===== src/rtl/vram_dump_streamer_if.sv =====
// Bus bundle for vram_dump_streamer: video RAM read port plus host SPI pins.
// master = the streamer, slave = the RAM/host side.
interface vram_dump_streamer_if #(
  parameter int VRAM_ADDR_W = 11
);
  logic [VRAM_ADDR_W-1:0] vram_read_address;
  logic                   vram_read_clock;
  logic [7:0]             vram_output;
  logic                   spi_cs;
  logic                   spi_clk_in;
  logic                   spi_out;

  modport master (
    output vram_read_address, vram_read_clock, spi_out,
    input  vram_output, spi_cs, spi_clk_in
  );

  modport slave (
    input  vram_read_address, vram_read_clock, spi_out,
    output vram_output, spi_cs, spi_clk_in
  );
endinterface


===== src/rtl/vram_dump_streamer.sv =====
// vram_dump_streamer: prefetches video RAM bytes into a small FIFO and shifts
// them out MSB first to an SPI mode-0 host clocking asynchronously to clk.
// Optional feature macro: VRAM_DUMP_CHECKSUM_EN appends an XOR checksum byte.
//
// state  | meaning
// IDLE   | waiting for start
// ARMED  | prefetching, waiting for host chip-select to fall
// STREAM | shifting bytes out on host SPI clock falling edges
// FINISH | all bytes sent, waiting for chip-select to rise
module vram_dump_streamer #(
  parameter int VRAM_ADDR_W = 11,
  parameter int VRAM_BYTES  = 2048,
  parameter int FIFO_DEPTH  = 4
) (
  input  logic clk,
  input  logic reset,
  input  logic start,
  output logic busy,
  output logic underrun,
  vram_dump_streamer_if.master bus
);
  localparam int PTR_W = $clog2(FIFO_DEPTH);
  localparam int CNT_W = $clog2(VRAM_BYTES + 2);
`ifdef VRAM_DUMP_CHECKSUM_EN
  localparam int TOTAL_BYTES = VRAM_BYTES + 1;
`else
  localparam int TOTAL_BYTES = VRAM_BYTES;
`endif
  localparam logic [CNT_W-1:0]       DATA_CNT  = CNT_W'(VRAM_BYTES);
  localparam logic [CNT_W-1:0]       TOTAL_CNT = CNT_W'(TOTAL_BYTES);
  localparam logic [VRAM_ADDR_W-1:0] LAST_ADDR = VRAM_ADDR_W'(VRAM_BYTES - 1);
  localparam logic [PTR_W:0]         FIFO_CAP  = (PTR_W + 1)'(FIFO_DEPTH);

  typedef enum logic [1:0] {IDLE, ARMED, STREAM, FINISH} state_t;

  state_t                 state_q, state_d;
  logic                   cs_s1_q, cs_s1_d, cs_s2_q, cs_s2_d, cs_prev_q, cs_prev_d;
  logic                   sck_s1_q, sck_s1_d, sck_s2_q, sck_s2_d, sck_prev_q, sck_prev_d;
  logic [VRAM_ADDR_W-1:0] addr_q, addr_d;
  logic [CNT_W-1:0]       issued_q, issued_d;
  logic                   rd_pend_q, rd_pend_d;
  logic [PTR_W:0]         wr_ptr_q, wr_ptr_d, rd_ptr_q, rd_ptr_d;
  logic [7:0]             shreg_q, shreg_d;
  logic [2:0]             bit_cnt_q, bit_cnt_d;
  logic [CNT_W-1:0]       sent_q, sent_d;
  logic                   spi_out_q, spi_out_d;
  logic                   busy_q, busy_d;
  logic                   underrun_q, underrun_d;
`ifdef VRAM_DUMP_CHECKSUM_EN
  logic [7:0]             csum_q, csum_d;
`endif

  logic [7:0]     fifo_mem [FIFO_DEPTH];
  logic [PTR_W:0] fifo_cnt;
  logic           fifo_wr;
  logic           cs_fall, cs_rise, sck_fall;
  logic           load_byte, abort;
  logic [7:0]     byte_nxt;

  assign cs_fall  = cs_prev_q & ~cs_s2_q;
  assign cs_rise  = ~cs_prev_q & cs_s2_q;
  assign sck_fall = sck_prev_q & ~sck_s2_q;
  assign fifo_cnt = wr_ptr_q - rd_ptr_q;

  // Next-state logic: synchronisers, fetch engine, control FSM, shifter.
  always_comb begin
    state_d    = state_q;
    cs_s1_d    = bus.spi_cs;
    cs_s2_d    = cs_s1_q;
    cs_prev_d  = cs_s2_q;
    sck_s1_d   = bus.spi_clk_in;
    sck_s2_d   = sck_s1_q;
    sck_prev_d = sck_s2_q;
    addr_d     = addr_q;
    issued_d   = issued_q;
    rd_pend_d  = 1'b0;
    wr_ptr_d   = wr_ptr_q;
    rd_ptr_d   = rd_ptr_q;
    shreg_d    = shreg_q;
    bit_cnt_d  = bit_cnt_q;
    sent_d     = sent_q;
    busy_d     = busy_q;
    underrun_d = underrun_q;
`ifdef VRAM_DUMP_CHECKSUM_EN
    csum_d     = csum_q;
`endif
    fifo_wr    = 1'b0;
    load_byte  = 1'b0;
    abort      = 1'b0;
    byte_nxt   = 8'h00;

    // Fetch engine: the read issued last cycle lands in the FIFO now; a new
    // read is issued only if it cannot overflow the FIFO.
    if (state_q == ARMED || state_q == STREAM) begin
      if (rd_pend_q) begin
        fifo_wr  = 1'b1;
        wr_ptr_d = wr_ptr_q + 1'b1;
      end
      if ((fifo_cnt + (PTR_W + 1)'(rd_pend_q)) < FIFO_CAP && issued_q != DATA_CNT) begin
        rd_pend_d = 1'b1;
        issued_d  = issued_q + 1'b1;
        if (addr_q != LAST_ADDR) addr_d = addr_q + 1'b1;
      end
    end

    case (state_q)
      IDLE: begin
        if (start) begin
          state_d    = ARMED;
          addr_d     = '0;
          issued_d   = '0;
          wr_ptr_d   = '0;
          rd_ptr_d   = '0;
          sent_d     = '0;
          bit_cnt_d  = '0;
          underrun_d = 1'b0;
          busy_d     = 1'b1;
`ifdef VRAM_DUMP_CHECKSUM_EN
          csum_d     = 8'h00;
`endif
        end
      end
      ARMED: begin
        if (cs_rise) abort = 1'b1;
        else if (cs_fall) begin
          state_d   = STREAM;
          load_byte = 1'b1;
        end
      end
      STREAM: begin
        if (cs_rise) abort = 1'b1;
        else if (sck_fall) begin
          if (bit_cnt_q != 3'd7) begin
            shreg_d   = {shreg_q[6:0], 1'b0};
            bit_cnt_d = bit_cnt_q + 1'b1;
          end else if (sent_q == TOTAL_CNT) begin
            state_d = FINISH;
          end else begin
            load_byte = 1'b1;
          end
        end
      end
      FINISH: begin
        if (cs_rise) begin
          state_d = IDLE;
          busy_d  = 1'b0;
        end
      end
      default: state_d = IDLE;
    endcase

    // Byte boundary: data from the FIFO, 0x00 if it ran dry, checksum last.
    if (load_byte) begin
      if (sent_q < DATA_CNT) begin
        if (fifo_cnt != '0) begin
          byte_nxt = fifo_mem[rd_ptr_q[PTR_W-1:0]];
          rd_ptr_d = rd_ptr_q + 1'b1;
        end else begin
          underrun_d = 1'b1;
        end
`ifdef VRAM_DUMP_CHECKSUM_EN
        csum_d = csum_q ^ byte_nxt;
      end else begin
        byte_nxt = csum_q;
`endif
      end
      shreg_d   = byte_nxt;
      bit_cnt_d = '0;
      sent_d    = sent_q + 1'b1;
    end

    // Abort drops everything buffered and the read still in flight.
    if (abort) begin
      state_d   = IDLE;
      busy_d    = 1'b0;
      rd_pend_d = 1'b0;
      wr_ptr_d  = '0;
      rd_ptr_d  = '0;
    end

    spi_out_d = (state_d == STREAM) ? shreg_d[7] : 1'b0;
  end

  // State and output registers with asynchronous active-low reset.
  always_ff @(posedge clk or negedge reset) begin
    if (!reset) begin
      state_q    <= IDLE;
      cs_s1_q    <= 1'b1;
      cs_s2_q    <= 1'b1;
      cs_prev_q  <= 1'b1;
      sck_s1_q   <= 1'b0;
      sck_s2_q   <= 1'b0;
      sck_prev_q <= 1'b0;
      addr_q     <= '0;
      issued_q   <= '0;
      rd_pend_q  <= 1'b0;
      wr_ptr_q   <= '0;
      rd_ptr_q   <= '0;
      shreg_q    <= 8'h00;
      bit_cnt_q  <= '0;
      sent_q     <= '0;
      spi_out_q  <= 1'b0;
      busy_q     <= 1'b0;
      underrun_q <= 1'b0;
`ifdef VRAM_DUMP_CHECKSUM_EN
      csum_q     <= 8'h00;
`endif
    end else begin
      state_q    <= state_d;
      cs_s1_q    <= cs_s1_d;
      cs_s2_q    <= cs_s2_d;
      cs_prev_q  <= cs_prev_d;
      sck_s1_q   <= sck_s1_d;
      sck_s2_q   <= sck_s2_d;
      sck_prev_q <= sck_prev_d;
      addr_q     <= addr_d;
      issued_q   <= issued_d;
      rd_pend_q  <= rd_pend_d;
      wr_ptr_q   <= wr_ptr_d;
      rd_ptr_q   <= rd_ptr_d;
      shreg_q    <= shreg_d;
      bit_cnt_q  <= bit_cnt_d;
      sent_q     <= sent_d;
      spi_out_q  <= spi_out_d;
      busy_q     <= busy_d;
      underrun_q <= underrun_d;
`ifdef VRAM_DUMP_CHECKSUM_EN
      csum_q     <= csum_d;
`endif
    end
  end

  // FIFO storage needs no reset; the pointers define what is valid.
  always_ff @(posedge clk) begin
    if (fifo_wr) fifo_mem[wr_ptr_q[PTR_W-1:0]] <= bus.vram_output;
  end

  assign bus.vram_read_address = addr_q;
  assign bus.vram_read_clock   = clk;
  assign bus.spi_out           = spi_out_q;
  assign busy                  = busy_q;
  assign underrun              = underrun_q;
endmodule


===== src/flat_wrapper.sv =====
// flat-port wrapper written by rule: the top's interface ports become plain ports
module vram_dump_streamer_flat 
#(
  parameter int VRAM_ADDR_W = 11,
  parameter int VRAM_BYTES  = 2048,
  parameter int FIFO_DEPTH  = 4
)
  (clk, reset, start, busy, underrun, bus_vram_read_address, bus_vram_read_clock, bus_spi_out, bus_vram_output, bus_spi_cs, bus_spi_clk_in);
  vram_dump_streamer_if #(.VRAM_ADDR_W(VRAM_ADDR_W)) bus_i ();
  input  logic clk;
  input  logic reset;
  input  logic start;
  output logic busy;
  output logic underrun;
  output wire logic [$bits(bus_i.vram_read_address)-1:0] bus_vram_read_address;
  output wire logic [$bits(bus_i.vram_read_clock)-1:0] bus_vram_read_clock;
  output wire logic [$bits(bus_i.spi_out)-1:0] bus_spi_out;
  input wire logic [$bits(bus_i.vram_output)-1:0] bus_vram_output;
  input wire logic [$bits(bus_i.spi_cs)-1:0] bus_spi_cs;
  input wire logic [$bits(bus_i.spi_clk_in)-1:0] bus_spi_clk_in;
  assign bus_vram_read_address = bus_i.vram_read_address;
  assign bus_vram_read_clock = bus_i.vram_read_clock;
  assign bus_spi_out = bus_i.spi_out;
  assign bus_i.vram_output = bus_vram_output;
  assign bus_i.spi_cs = bus_spi_cs;
  assign bus_i.spi_clk_in = bus_spi_clk_in;
  vram_dump_streamer #(.VRAM_ADDR_W(VRAM_ADDR_W), .VRAM_BYTES(VRAM_BYTES), .FIFO_DEPTH(FIFO_DEPTH)) u_core (.clk(clk), .reset(reset), .start(start), .busy(busy), .underrun(underrun), .bus(bus_i));
endmodule

===== config.mk =====
export PLATFORM = sky130hd
export DESIGN_NAME = vram_dump_streamer_flat
export DESIGN_NICKNAME = d
export VERILOG_FILES = /design/src/rtl/vram_dump_streamer_if.sv /design/src/rtl/vram_dump_streamer.sv /design/src/flat_wrapper.sv
export SDC_FILE = /design/constraint.sdc
export NUM_CORES = 1
export LEC_CHECK = 0
export BUFFER_PORTS_ARGS = -buffer_cell sky130_fd_sc_hd__buf_4
export CAP_MARGIN = 40
export CORE_AREA = 2 2 92 103
export CTS_CLUSTER_DIAMETER = 80
export CTS_CLUSTER_SIZE = 16
export DETAILED_ROUTE_END_ITERATION = 6
export DIE_AREA = 0 0 94 105
export GPL_ROUTABILITY_DRIVEN = 0
export PLACE_DENSITY = 0.74
export SLEW_MARGIN = 20
export SYNTH_ARGS = -nofsm -noshare
export SYNTH_HDL_FRONTEND = slang
export SYNTH_SLANG_ARGS = --single-unit

===== constraint.sdc =====
create_clock -name clk -period 2.3 [get_ports clk]
set_input_delay 0.23 -clock clk [delete_from_list [all_inputs] [get_ports clk]]
set_output_delay 0.23 -clock clk [all_outputs]
set_load 0.01 [all_outputs]

* Word level (Yosys, flattened, before mapping) *
Memories as Yosys holds them, arrays and structs flattened.
Cells that the tools add are included.

cells by class
  $add $sub $neg = 8
  magnitude comparators = 2
  equality and inequality tests = 15
  mux-type cells = 72
  bitwise logic cells = 6
  reduce and logical (&&, ||, !) cells = 16

operator list
  cell                     count
  $mux W12                 7
  $mux W8                  7
  $mux W11                 5
  $mux W3                  16
  $add A12 B1 Y12 const B  2
  $mux W1                  24
  $mux W2                  9
  $eq A12 B12 Y1 const B   1
  $lt A12 B12 Y1 const B   1
  $ne A12 B12 Y1 const B   1
  $add A11 B1 Y11 const B  1
  $ne A11 B11 Y1 const B   1
  $reduce_bool A2 Y1       5
  $add A3 B1 Y3 const B    3
  $ne A3 B2 Y1 const B     3
  $reduce_bool A3 Y1       3
  $pmux W2 S4              1
  $eq A2 B2 Y1 const B     3
  $ne A3 B1 Y1 const B     2
  $ne A3 B3 Y1 const B     2
  $pmux W3 S2              1
  $reduce_and A5 Y1        1
  $pmux W1 S2              2
  $reduce_and A4 Y1        1
  13 further kinds         17

storage, ports and cells
  bits in registers = 64
  RAM bits = 32
  output and inout port bits = 15
  logic and storage cells = 139
  memories kept = 1

memory list
  memory           depth  width  read ports  clocked after Yosys merged registers in  wr ports  RTL line                  source
  u_core.fifo_mem  4      8      1           0                                        1         vram_dump_streamer.sv:53  logic [7:0] fifo_mem [FIFO_DEPTH];

* Logic depth before layout (Yosys ltp) *
Gate-level depths: netlist (run 1).

  depth after elaboration = 9
  depth in mapped cells = 9
  depth with buffers taken out = 8

==> results of run 1 <==
cells by family (layout without fill, tap and decap cells):
logic type               count (synthesis)  count (layout)  share of synthesized area [%]
multiplexers                            20              20                           6.36
AND/OR/NAND/NOR                        163             164                           19.1
XOR/XNOR                                16              16                           3.45
AO/OA/AOI/OAI                           66              66                           8.88
adder cells (fa/ha/maj)                 18              18                           4.93
buffers and inverters                   32             102                           2.94
flip-flops                              96              96                           54.4
sequential cells by signal (all words and copies together), names as in the netlist:
register                      cells
u_core.sck_prev_q                 1
u_core.state_q                    2
u_core.cs_s1_q                    1
u_core.fifo_mem                  32
u_core.bus.spi_out                1
u_core.issued_q                  12
u_core.rd_pend_q                  1
u_core.bus.vram_read_address     11
u_core.wr_ptr_q                   3
u_core.sent_q                    12
u_core.sck_s1_q                   1
u_core.rd_ptr_q                   3
u_core.bit_cnt_q                  3
u_core.sck_prev_d                 1
u_core.cs_prev_q                  1
u_core.shreg_q                    8
u_core.busy                       1
u_core.underrun                   1
u_core.cs_prev_d                  1
area by class of cell:
type / count / area [um2]
multi-input combinational: 284 / 2090
clock buffer: 14 / 186
tap: 114 / 143
sequential: 96 / 2570
timing repair buffer: 69 / 581
clock inverter: 6 / 85.1
inverter: 13 / 48.8
fill: 683 / 3090
routing by layer:
layer	vias to the layer above	wire length [um]	track usage, %	part of all wire (%)
met1	1756	4270	27.1	44
li1	1655	-	-	-
met2	59	4950	32.6	51
met5	-	0	0	0
met4	0	187	8.80	1.9
met3	14	324	5.26	3.3
worst max-delay path: cells and delay by family (launching register included):
family,cells,cell delay [ns]
flip-flops,1,0.39
AND/OR/NAND/NOR,2,0.38
AO/OA/AOI/OAI,1,0.19
buffers and inverters,3,0.33
XOR/XNOR,2,0.47
adder cells (fa/ha/maj),2,0.52
through the flow:
step           total power (W)  util (%)
2_1_floorplan          0.00301         -
3_3_place_gp           0.00345      58.8
3_5_place_dp           0.00350      58.8
4_1_cts                0.00490      63.4
5_1_grt                0.00529      64.8
6_report               0.00501      64.8
cells in the final DEF (no fill, tap or decap), types with 13 or more instances in the layout:
master    instances
buf_4            54
nand4_1          14
nand3_1          23
edfxtp_1         32
nor2_1           25
o21ai_0          20
nand2_1          28
clkbuf_8         13
ha_1             16
dfrtp_1          61
power by group through the flow:
stage	Clock, W	Combinational [W]	Sequential (W)
floorplan	0.0000358	0.000832	0.00214
finish	0.00140	0.00148	0.00213
detailed placement	0.0000358	0.00130	0.00216
global placement	0.0000358	0.00126	0.00215
global route	0.00151	0.00163	0.00216
CTS	0.00142	0.00135	0.00213
repair_timing:
| action | in CTS | in global routing |
|---|---|---|
| endpoints found under the setup margin | 8 | 29 |
| hold endpoints to repair | 95 | 0 |
| resized for setup | 4 | 16 |
| hold buffers | 11 | 0 |
| gates cloned | 0 | 2 |
| pin swaps | 0 | 15 |
| setup buffers | 3 | 2 |
worst max path at each step:
stage	cells after the start	slack (ns)	end
after floorplan	8	-0.06	u_core.bus.vram_read_address[5]
after global placement	8	-0.03	u_core.bus.vram_read_address[9]
after detailed placement	8	-0.09	u_core.bus.vram_read_address[9]
after CTS	9	-0.04	u_core.bus.vram_read_address[5]
after global routing	9	-0.19	u_core.bus.vram_read_address[5]
final	10	-0.08	u_core.bus.vram_read_address[6]
==> impl_metrics.toml, run 1 <==
[status]
status = "complete, but fails checks"
violations = "setup timing"

[power]
p_int_w = 0.00333
p_leak_nw = 2.42
pwr-share-comb_pct = 29.5
clockPowerShare_pct = 27.9
peakVddDrop_v = 0.000559
switchingPower_w = 0.00168
p_sw_share_pct = 33.5
p_per_area_nw_per_um2 = 879
pwr-share-seq_pct = 42.6

[timing]
final.period_utilization_pct = 103
slew_headroom_pct = 67.6
min_period_ns = 2.38
fin_worst_skew_ns = 0.0129
setup_ws_ns = -0.0754
setup_viol_count_final = 10
tightest_slew_ns = 0.487
finalSetupTns_ns = -0.369
fmax_ghz = 0.421
hold_viol_final = 0
drv_slew = 0
finalHoldWorstSlack_ns = 0.0865
rsz0062_at_grt = "true"

[yosys]
yosysUniqueCellTypes = 53
yosys-top-cells-count = "dfrtp_1, edfxtp_1, nand2_1, nand3_1, nor2_1"
synth_top_area_share_pct = 32.3
async_reset_ff_share_pct = 66.7
synth_edf_count = 32
synth_seq_cells = 96
avgSynthCellArea_um2 = 11.5
synth_cells = 411
yosysWarnings = 0
ys_seq_area_share_pct = 54.4
synthFlopType = "dfrtp_1"
yosysMostFrequentCell = "dfrtp_1"
syn-num-nets = 442
synth_area_um2 = 4720
synth_area_leaders = "dfrtp_1, edfxtp_1, ha_1, mux4_2, nand3_1"
yosys.area.top_type = "dfrtp_1"

[grt]
gr-total-overflow = 0
antenna_found_initial = 0
grt_max_degree = 65
grt_pass1_vias = 3343
grt_pass1_wl_um = 15800
grt.total_usage_pct = 20.7

[floorplan]
ioPinCount = 28
start_util_pct = 53.7
die_w_um = 94
die_height_um = 105
fp.dieArea_um2 = 9870
rows = 36
coreArea_um2 = 8780

[cts]
cts_tree = "yes"
path_clk_slew_ns = 0.10
clkLatencyLatePin_ns = 0.48

[drt]
drc = 0
wl_per_cell_um = 16.3
vias = 3484
dr.pass1.iters = 4
totalWireLength_um = 9730
viasPerCell = 5.85
drt_iter0_markers = 189
antenna_left = 0

[final_layout]
final_cells = 596
nets = 508
n_antenna_cell = 0
fin_area_um2 = 5700
drive_above_1_share_pct = 22.2
area_growth_pct = 20.6

[critical_path]
startpoint_type = "flop"
worst-path-max-fanout = 4
slowest_stage = "dfrtp_1"
critical_path_arrival_ns = 2.78
worst_setup_path_end_kind = "flop"
r2r_slack_ns = -0.08
path_class = "reg -> reg"
r2r-end = "u_core.bus.vram_read_address[6]"
rr_startpoint = "u_core.wr_ptr_q[0]"
cp-startpoint = "u_core.wr_ptr_q[0]"
worstRegToRegCells = 10
slowest_delay_ns = 0.39
worstPathRequired_ns = 2.71
crit_chain = "inv_2 > ha_4 > fa_1 > xnor3_2 > xor2_2 > buf_6 > buf_4 > and3_2 > and4_1 > a211oi_2"

[run]
maxCapViolations = 0

[placed_design]
dp_slack_ns = -0.0943
post_dp_cell_area_um2 = 5160
placed_cells = 558
dp_hpwl_um = 6310
port_buffers = 27

[min_path]
min_path_type = "in -> async"
Power figures use the tool's default switching activity.
==> run 2, diff against run 1 <==
Settings changed: ABC_AREA set to 1, CORE_AREA 2 2 92 103 to 2 2 96 107, CTS_CLUSTER_DIAMETER 80 to unset, DIE_AREA 0 0 94 105 to 0 0 98 109, PLACE_DENSITY 0.74 to 0.79.
==> impl_metrics.toml, run 2 <==
[status]
status = "finished, final reports clean"

[yosys]
syn-num-nets = 645
synthFlopType = "dfrtp_1"
yosysMostFrequentCell = "nand2_1"
yosys.area.top_type = "dfrtp_1"
synth_top_area_share_pct = 29.4
yosysUniqueCellTypes = 45
synth_cells = 614
yosys-top-cells-count = "nand2_1, nor2_1, inv_1, dfrtp_1, nand3_1"
synth_seq_cells = 96
synth_edf_count = 32
synth_area_um2 = 5200
avgSynthCellArea_um2 = 8.46
synth_area_leaders = "dfrtp_1, edfxtp_1, nand2_1, nor2_1, inv_1"
async_reset_ff_share_pct = 66.7
yosysWarnings = 0
ys_seq_area_share_pct = 49.4

[final_layout]
nets = 706
fin_util_pct = 63.1
drive_above_1_share_pct = 17.6
largest_reg_flops = 32
n_antenna_cell = 0
nFillCells = 768
area_growth_pct = 17.2
final_cell_mix = "nand2_1, nor2_1, inv_1"
final_common_cell = "nand2_1"

[drt]
vias = 4390
wl_per_cell_um = 14.5
viasPerCell = 5.49
dr.pass1.iters = 5
totalWireLength_um = 11600
antenna_left = 0
drc = 0
drt_iter0_markers = 300

[grt]
grt_max_degree = 65
grt_pass1_wl_um = 19200
antenna_found_initial = 0
grt_pass1_vias = 4256
grt.total_usage_pct = 22.6
gr-total-overflow = 0

[timing]
rsz0062_at_grt = "true"
finalSetupTns_ns = 0
tightest_slew_ns = 0.485
slew_headroom_pct = 67.6
hold_viol_final = 0
min_period_ns = 2.24
fin_worst_skew_ns = 0.0150
drv_slew = 0
final.period_utilization_pct = 97.5
fmax_ghz = 0.446
setup_viol_count_final = 0

[cts]
cts_tree = "yes"
path_clk_slew_ns = 0.11
clkLatencyLatePin_ns = 0.49

[critical_path]
slowest_stage = "dfrtp_1"
worst-path-max-fanout = 7
path_class = "reg -> reg"
critical_path_arrival_ns = 2.66
slowest_delay_ns = 0.42
worstPathRequired_ns = 2.72
startpoint_type = "flop"
crit_chain = "inv_2 > ha_4 > fa_2 > inv_2 > nand2_2 > nand2_2 > nand2_4 > nand3_4 > nand3_4 > nor2_8 > nand2_4 > clkinv_1 > nor2_1 > nor2_1"
worst_setup_path_end_kind = "flop"

[floorplan]
fp.dieArea_um2 = 10700
die_w_um = 98
start_util_pct = 53.8
coreArea_um2 = 9650
rows = 38
ioPinCount = 28
die_height_um = 109

[power]
finalPower_w = 0.00604
p_leak_nw = 2.81
p_per_area_nw_per_um2 = 991
peakVddDrop_v = 0.000800

[min_path]
min_path_type = "in -> reg"

[placed_design]
dp_hpwl_um = 7510
port_buffers = 27

[run]
maxCapViolations = 0
==> run 2: cell types whose count changed after synthesis, sizes merged, moves of 7 or more <==
cell and change:
inv +63, nor3 +7, and2 -9, and3 -12, nand3 +16, nand2 +119, o21ai +27, nand4 +8
mux4 -8, mux2i -12, o22ai +9, nor2 +57, or3 -8
==> run 2: logic make-up (layout without fill, tap and decap cells) <==
kind of cell / after synthesis / count (layout) / synth area share (%)
simple gates: 315 / 317 / 27.8
flops: 96 / 96 / 49.4
buf+inv: 93 / 157 / 7.68
compound gates: 82 / 82 / 8.96
fa+ha+maj: 18 / 18 / 4.48
xor+xnor: 10 / 10 / 1.69
==> run 2: critical path, delay by kind of cell (launching register included) <==
kind / cells / cell delay, ns
fa+ha+maj: 2 / 0.57
buf+inv: 3 / 0.21
flops: 1 / 0.42
simple gates: 9 / 0.99
==> run 2: final timing paths <==
kind	from	slack [ns]	to	cells after the start
setup / recovery	u_core.wr_ptr_q[0]	0.06	u_core.bus.vram_read_address[1]	14
hold / removal	start	0.13	u_core.busy	3
setup reg to reg	u_core.wr_ptr_q[0]	0.06	u_core.bus.vram_read_address[1]	14
hold reg to reg	u_core.cs_s1_q	0.36	u_core.cs_prev_d	0
max in group asynchronous	reset	1.59	u_core.cs_s1_q	3
min in group asynchronous	reset	0.14	u_core.issued_q[4]	2
==> run 2: cell type report <==
cell class,count,area [um2],area share (%)
flip-flops and latches,96,2570,42.1
multi-input cells,427,2320,38.1
repair buffers,59,507,8.32
inverters,78,298,4.89
clock buffers,13,173,2.84
well taps,120,150,2.47
clock inverters,7,75.1,1.23
==> run 2: repair_timing <==
action	in CTS	in global routing
setup buffers	1	7
pin swaps	0	9
hold buffers	11	0
endpoints found under the hold margin	95	0
gates cloned	1	1
gates resized for setup	0	20
endpoints found under the setup margin	3	36
==> run 2: through the flow <==
| stage | cells | instance area (um2) | setup slack, ns | hold WS [ns] |
|---|---|---|---|---|
| floorplan | 614 | 5200 | 0.190 | -0.0656 |
| global placement | 759 | 5550 | 0.114 | 0.322 |
| finish | 800 | 6090 | 0.0570 | 0.131 |
| global route | 800 | 6090 | -0.0534 | 0.135 |
| CTS | 791 | 5910 | 0.0123 | 0.114 |
| detailed placement | 759 | 5550 | -0.0136 | 0.322 |
==> run 2: power breakdown <==
part | internal (W) | leakage (nW) | switching (W)
Sequential | 0.00204 | 1.14 | 0.000220
Combinational | 0.000911 | 1.54 | 0.00159
Clock | 0.000559 | 0.128 | 0.000714
Total | 0.00351 | 2.81 | 0.00253
==> run 2: layer usage <==
metal  share of wire (%)  routed length [um]  vias up  global-route usage [%]
met3                 4.1                 477       31                    4.49
li1                    -                   -     2143                       -
met5                   0                   0        -                       0
met4                 2.5                 292        0                    11.2
met2                  51                5970      135                    39.9
met1                  42                4860     2081                    26.3
==> run 3, diff against run 2 <==
Settings changed: BUFFER_PORTS_ARGS -buffer_cell sky130_fd_sc_hd__buf_4 to -buffer_cell sky130_fd_sc_hd__clkbuf_2, CTS_CLUSTER_SIZE 16 to 10.
==> impl_metrics.toml, run 3 (same netlist as run 2, synthesis figures left out) <==
[status]
status = "finished, final reports clean"

[critical_path]
path_class = "reg -> reg"
critical_path_arrival_ns = 2.49
worst-path-max-fanout = 8
startpoint_type = "flop"
worst_setup_path_end_kind = "flop"
worstPathRequired_ns = 2.58

[drt]
viasPerCell = 5.50
drc = 0
totalWireLength_um = 11100
antenna_left = 0
wl_per_cell_um = 14.2
dr.pass1.iters = 5
drt_iter0_markers = 263
vias = 4303

[final_layout]
final_cell_mix = "nand2_1, nor2_1, inv_1"
nets = 689
final_cells = 783
drive_above_1_share_pct = 16.3
largest_reg_flops = 32
fin_util_pct = 60.3
area_growth_pct = 12.0
final_common_cell = "nand2_1"
n_antenna_cell = 0

[power]
p_sw_share_pct = 42.3
p_leak_nw = 2.67
clockPowerShare_pct = 19.5
switchingPower_w = 0.00244
p_per_area_nw_per_um2 = 990
peakVddDrop_v = 0.000605
pwr-share-comb_pct = 41.2
p_int_w = 0.00332
pwr-share-seq_pct = 39.3

[timing]
setup_viol_count_final = 0
drv_slew = 0
hold_viol_final = 0
fin_worst_skew_ns = 0.0170
slew_headroom_pct = 63.6
final.period_utilization_pct = 96.0
fmax_ghz = 0.453
finalHoldWorstSlack_ns = 0.0525
min_period_ns = 2.21
tightest_slew_ns = 0.546

[cts]
cts_buffers = 9
cts_max_path_buffers = 2
clkLatencyLatePin_ns = 0.39
cts_max_level = 3
path_clk_slew_ns = 0.10
cts_tree = "yes"
root_buffer = "clkbuf_8"

[floorplan]
fp.dieArea_um2 = 10700
coreArea_um2 = 9650
ioPinCount = 28
die_w_um = 98
die_height_um = 109
rows = 38
start_util_pct = 53.8

[grt]
grt_pass1_vias = 4218
grt.total_usage_pct = 21.6
grt_max_degree = 43
grt_pass1_wl_um = 18500
antenna_found_initial = 0
gr-total-overflow = 0

[min_path]
min_path_type = "in -> reg"

[run]
maxCapViolations = 0

[placed_design]
placed_cells = 760
port_buffers = 27
dp_hpwl_um = 7660
[run 3: changes by cell type in the layout (fill, tap and decap cells not counted), sizes merged]
cell / change
buf: -31
clkbuf: +24
clkinv: -4
clkinvlp: +1
dlygate4sd3: -8
inv: +2
nor2: -1
[run 3: what timing repair did]
| item | CTS | global route |
|---|---|---|
| hold endpoints to repair | 24 | 0 |
| hold buffers | 3 | 0 |
| gates cloned | 1 | 0 |
| buffers inserted | 1 | 2 |
| pin swaps | 0 | 5 |
| resized for setup | 1 | 16 |
| setup endpoints to repair | 4 | 28 |
[run 3: power by group through the flow]
| stage | clock network, W | logic (W) | registers [W] |
|---|---|---|---|
| 2_1_floorplan | 0.0000358 | 0.00161 | 0.00227 |
| 3_3_place_gp | 0.0000262 | 0.00208 | 0.00227 |
| 3_5_place_dp | 0.0000262 | 0.00217 | 0.00229 |
| 4_1_cts | 0.00115 | 0.00224 | 0.00226 |
| 5_1_grt | 0.00121 | 0.00266 | 0.00230 |
| 6_report | 0.00112 | 0.00238 | 0.00226 |
[run 3: worst paths after layout]
check	start	endpoint	slack (ns)	cells past startpoint
setup / recovery	u_core.wr_ptr_q[0]	u_core.issued_q[2]	0.09	10
hold / removal	bus_vram_output[2]	u_core.fifo_mem[1][2]	0.05	1
setup reg to reg	u_core.wr_ptr_q[0]	u_core.issued_q[2]	0.09	10
hold reg to reg	u_core.sck_s1_q	u_core.sck_prev_d	0.36	0
max in group asynchronous	reset	u_core.cs_prev_d	1.27	3
min in group asynchronous	reset	u_core.issued_q[5]	0.36	2
[run 3: through the flow]
stage,TNS [ns],cell area (um2),power [W],setup slack (ns)
floorplan,0,5200,0.00392,0.190
detailed placement,-0.0596,5500,0.00448,-0.0295
finish,0,5820,0.00576,0.0918
global placement,0,5500,0.00438,0.115
CTS,0,5740,0.00566,0.0175
global route,-0.169,5820,0.00616,-0.0452
[run 3: routing by layer]
layer	wire length [um]	vias up	global-route usage [%]
met5	0	-	0
met4	260	0	9.33
met3	547	23	4.42
met2	5610	134	39.0
met1	4670	2030	25.0
li1	-	2116	-
[run 3: worst max-delay path, cell delays in order, from the launching register on]
cell and delay [ns]:
dfrtp_1 0.42, inv_2 0.08, ha_4 0.16, fa_2 0.62, nor3_2 0.07, nand3_2 0.10
nand3_4 0.16, nor2_4 0.28, nand3_1 0.10, nand2_1 0.07, nor2_1 0.04
[run 3: final cells by class]
class / count / area [um2]
Multi-Input combinational cell: 426 / 2300
Clock buffer: 11 / 143
Sequential cell: 96 / 2570
Clock inverter: 6 / 53.8
Inverter: 78 / 298
Timing Repair Buffer: 46 / 304
Fill cell: 819 / 3830
Tap cell: 120 / 150
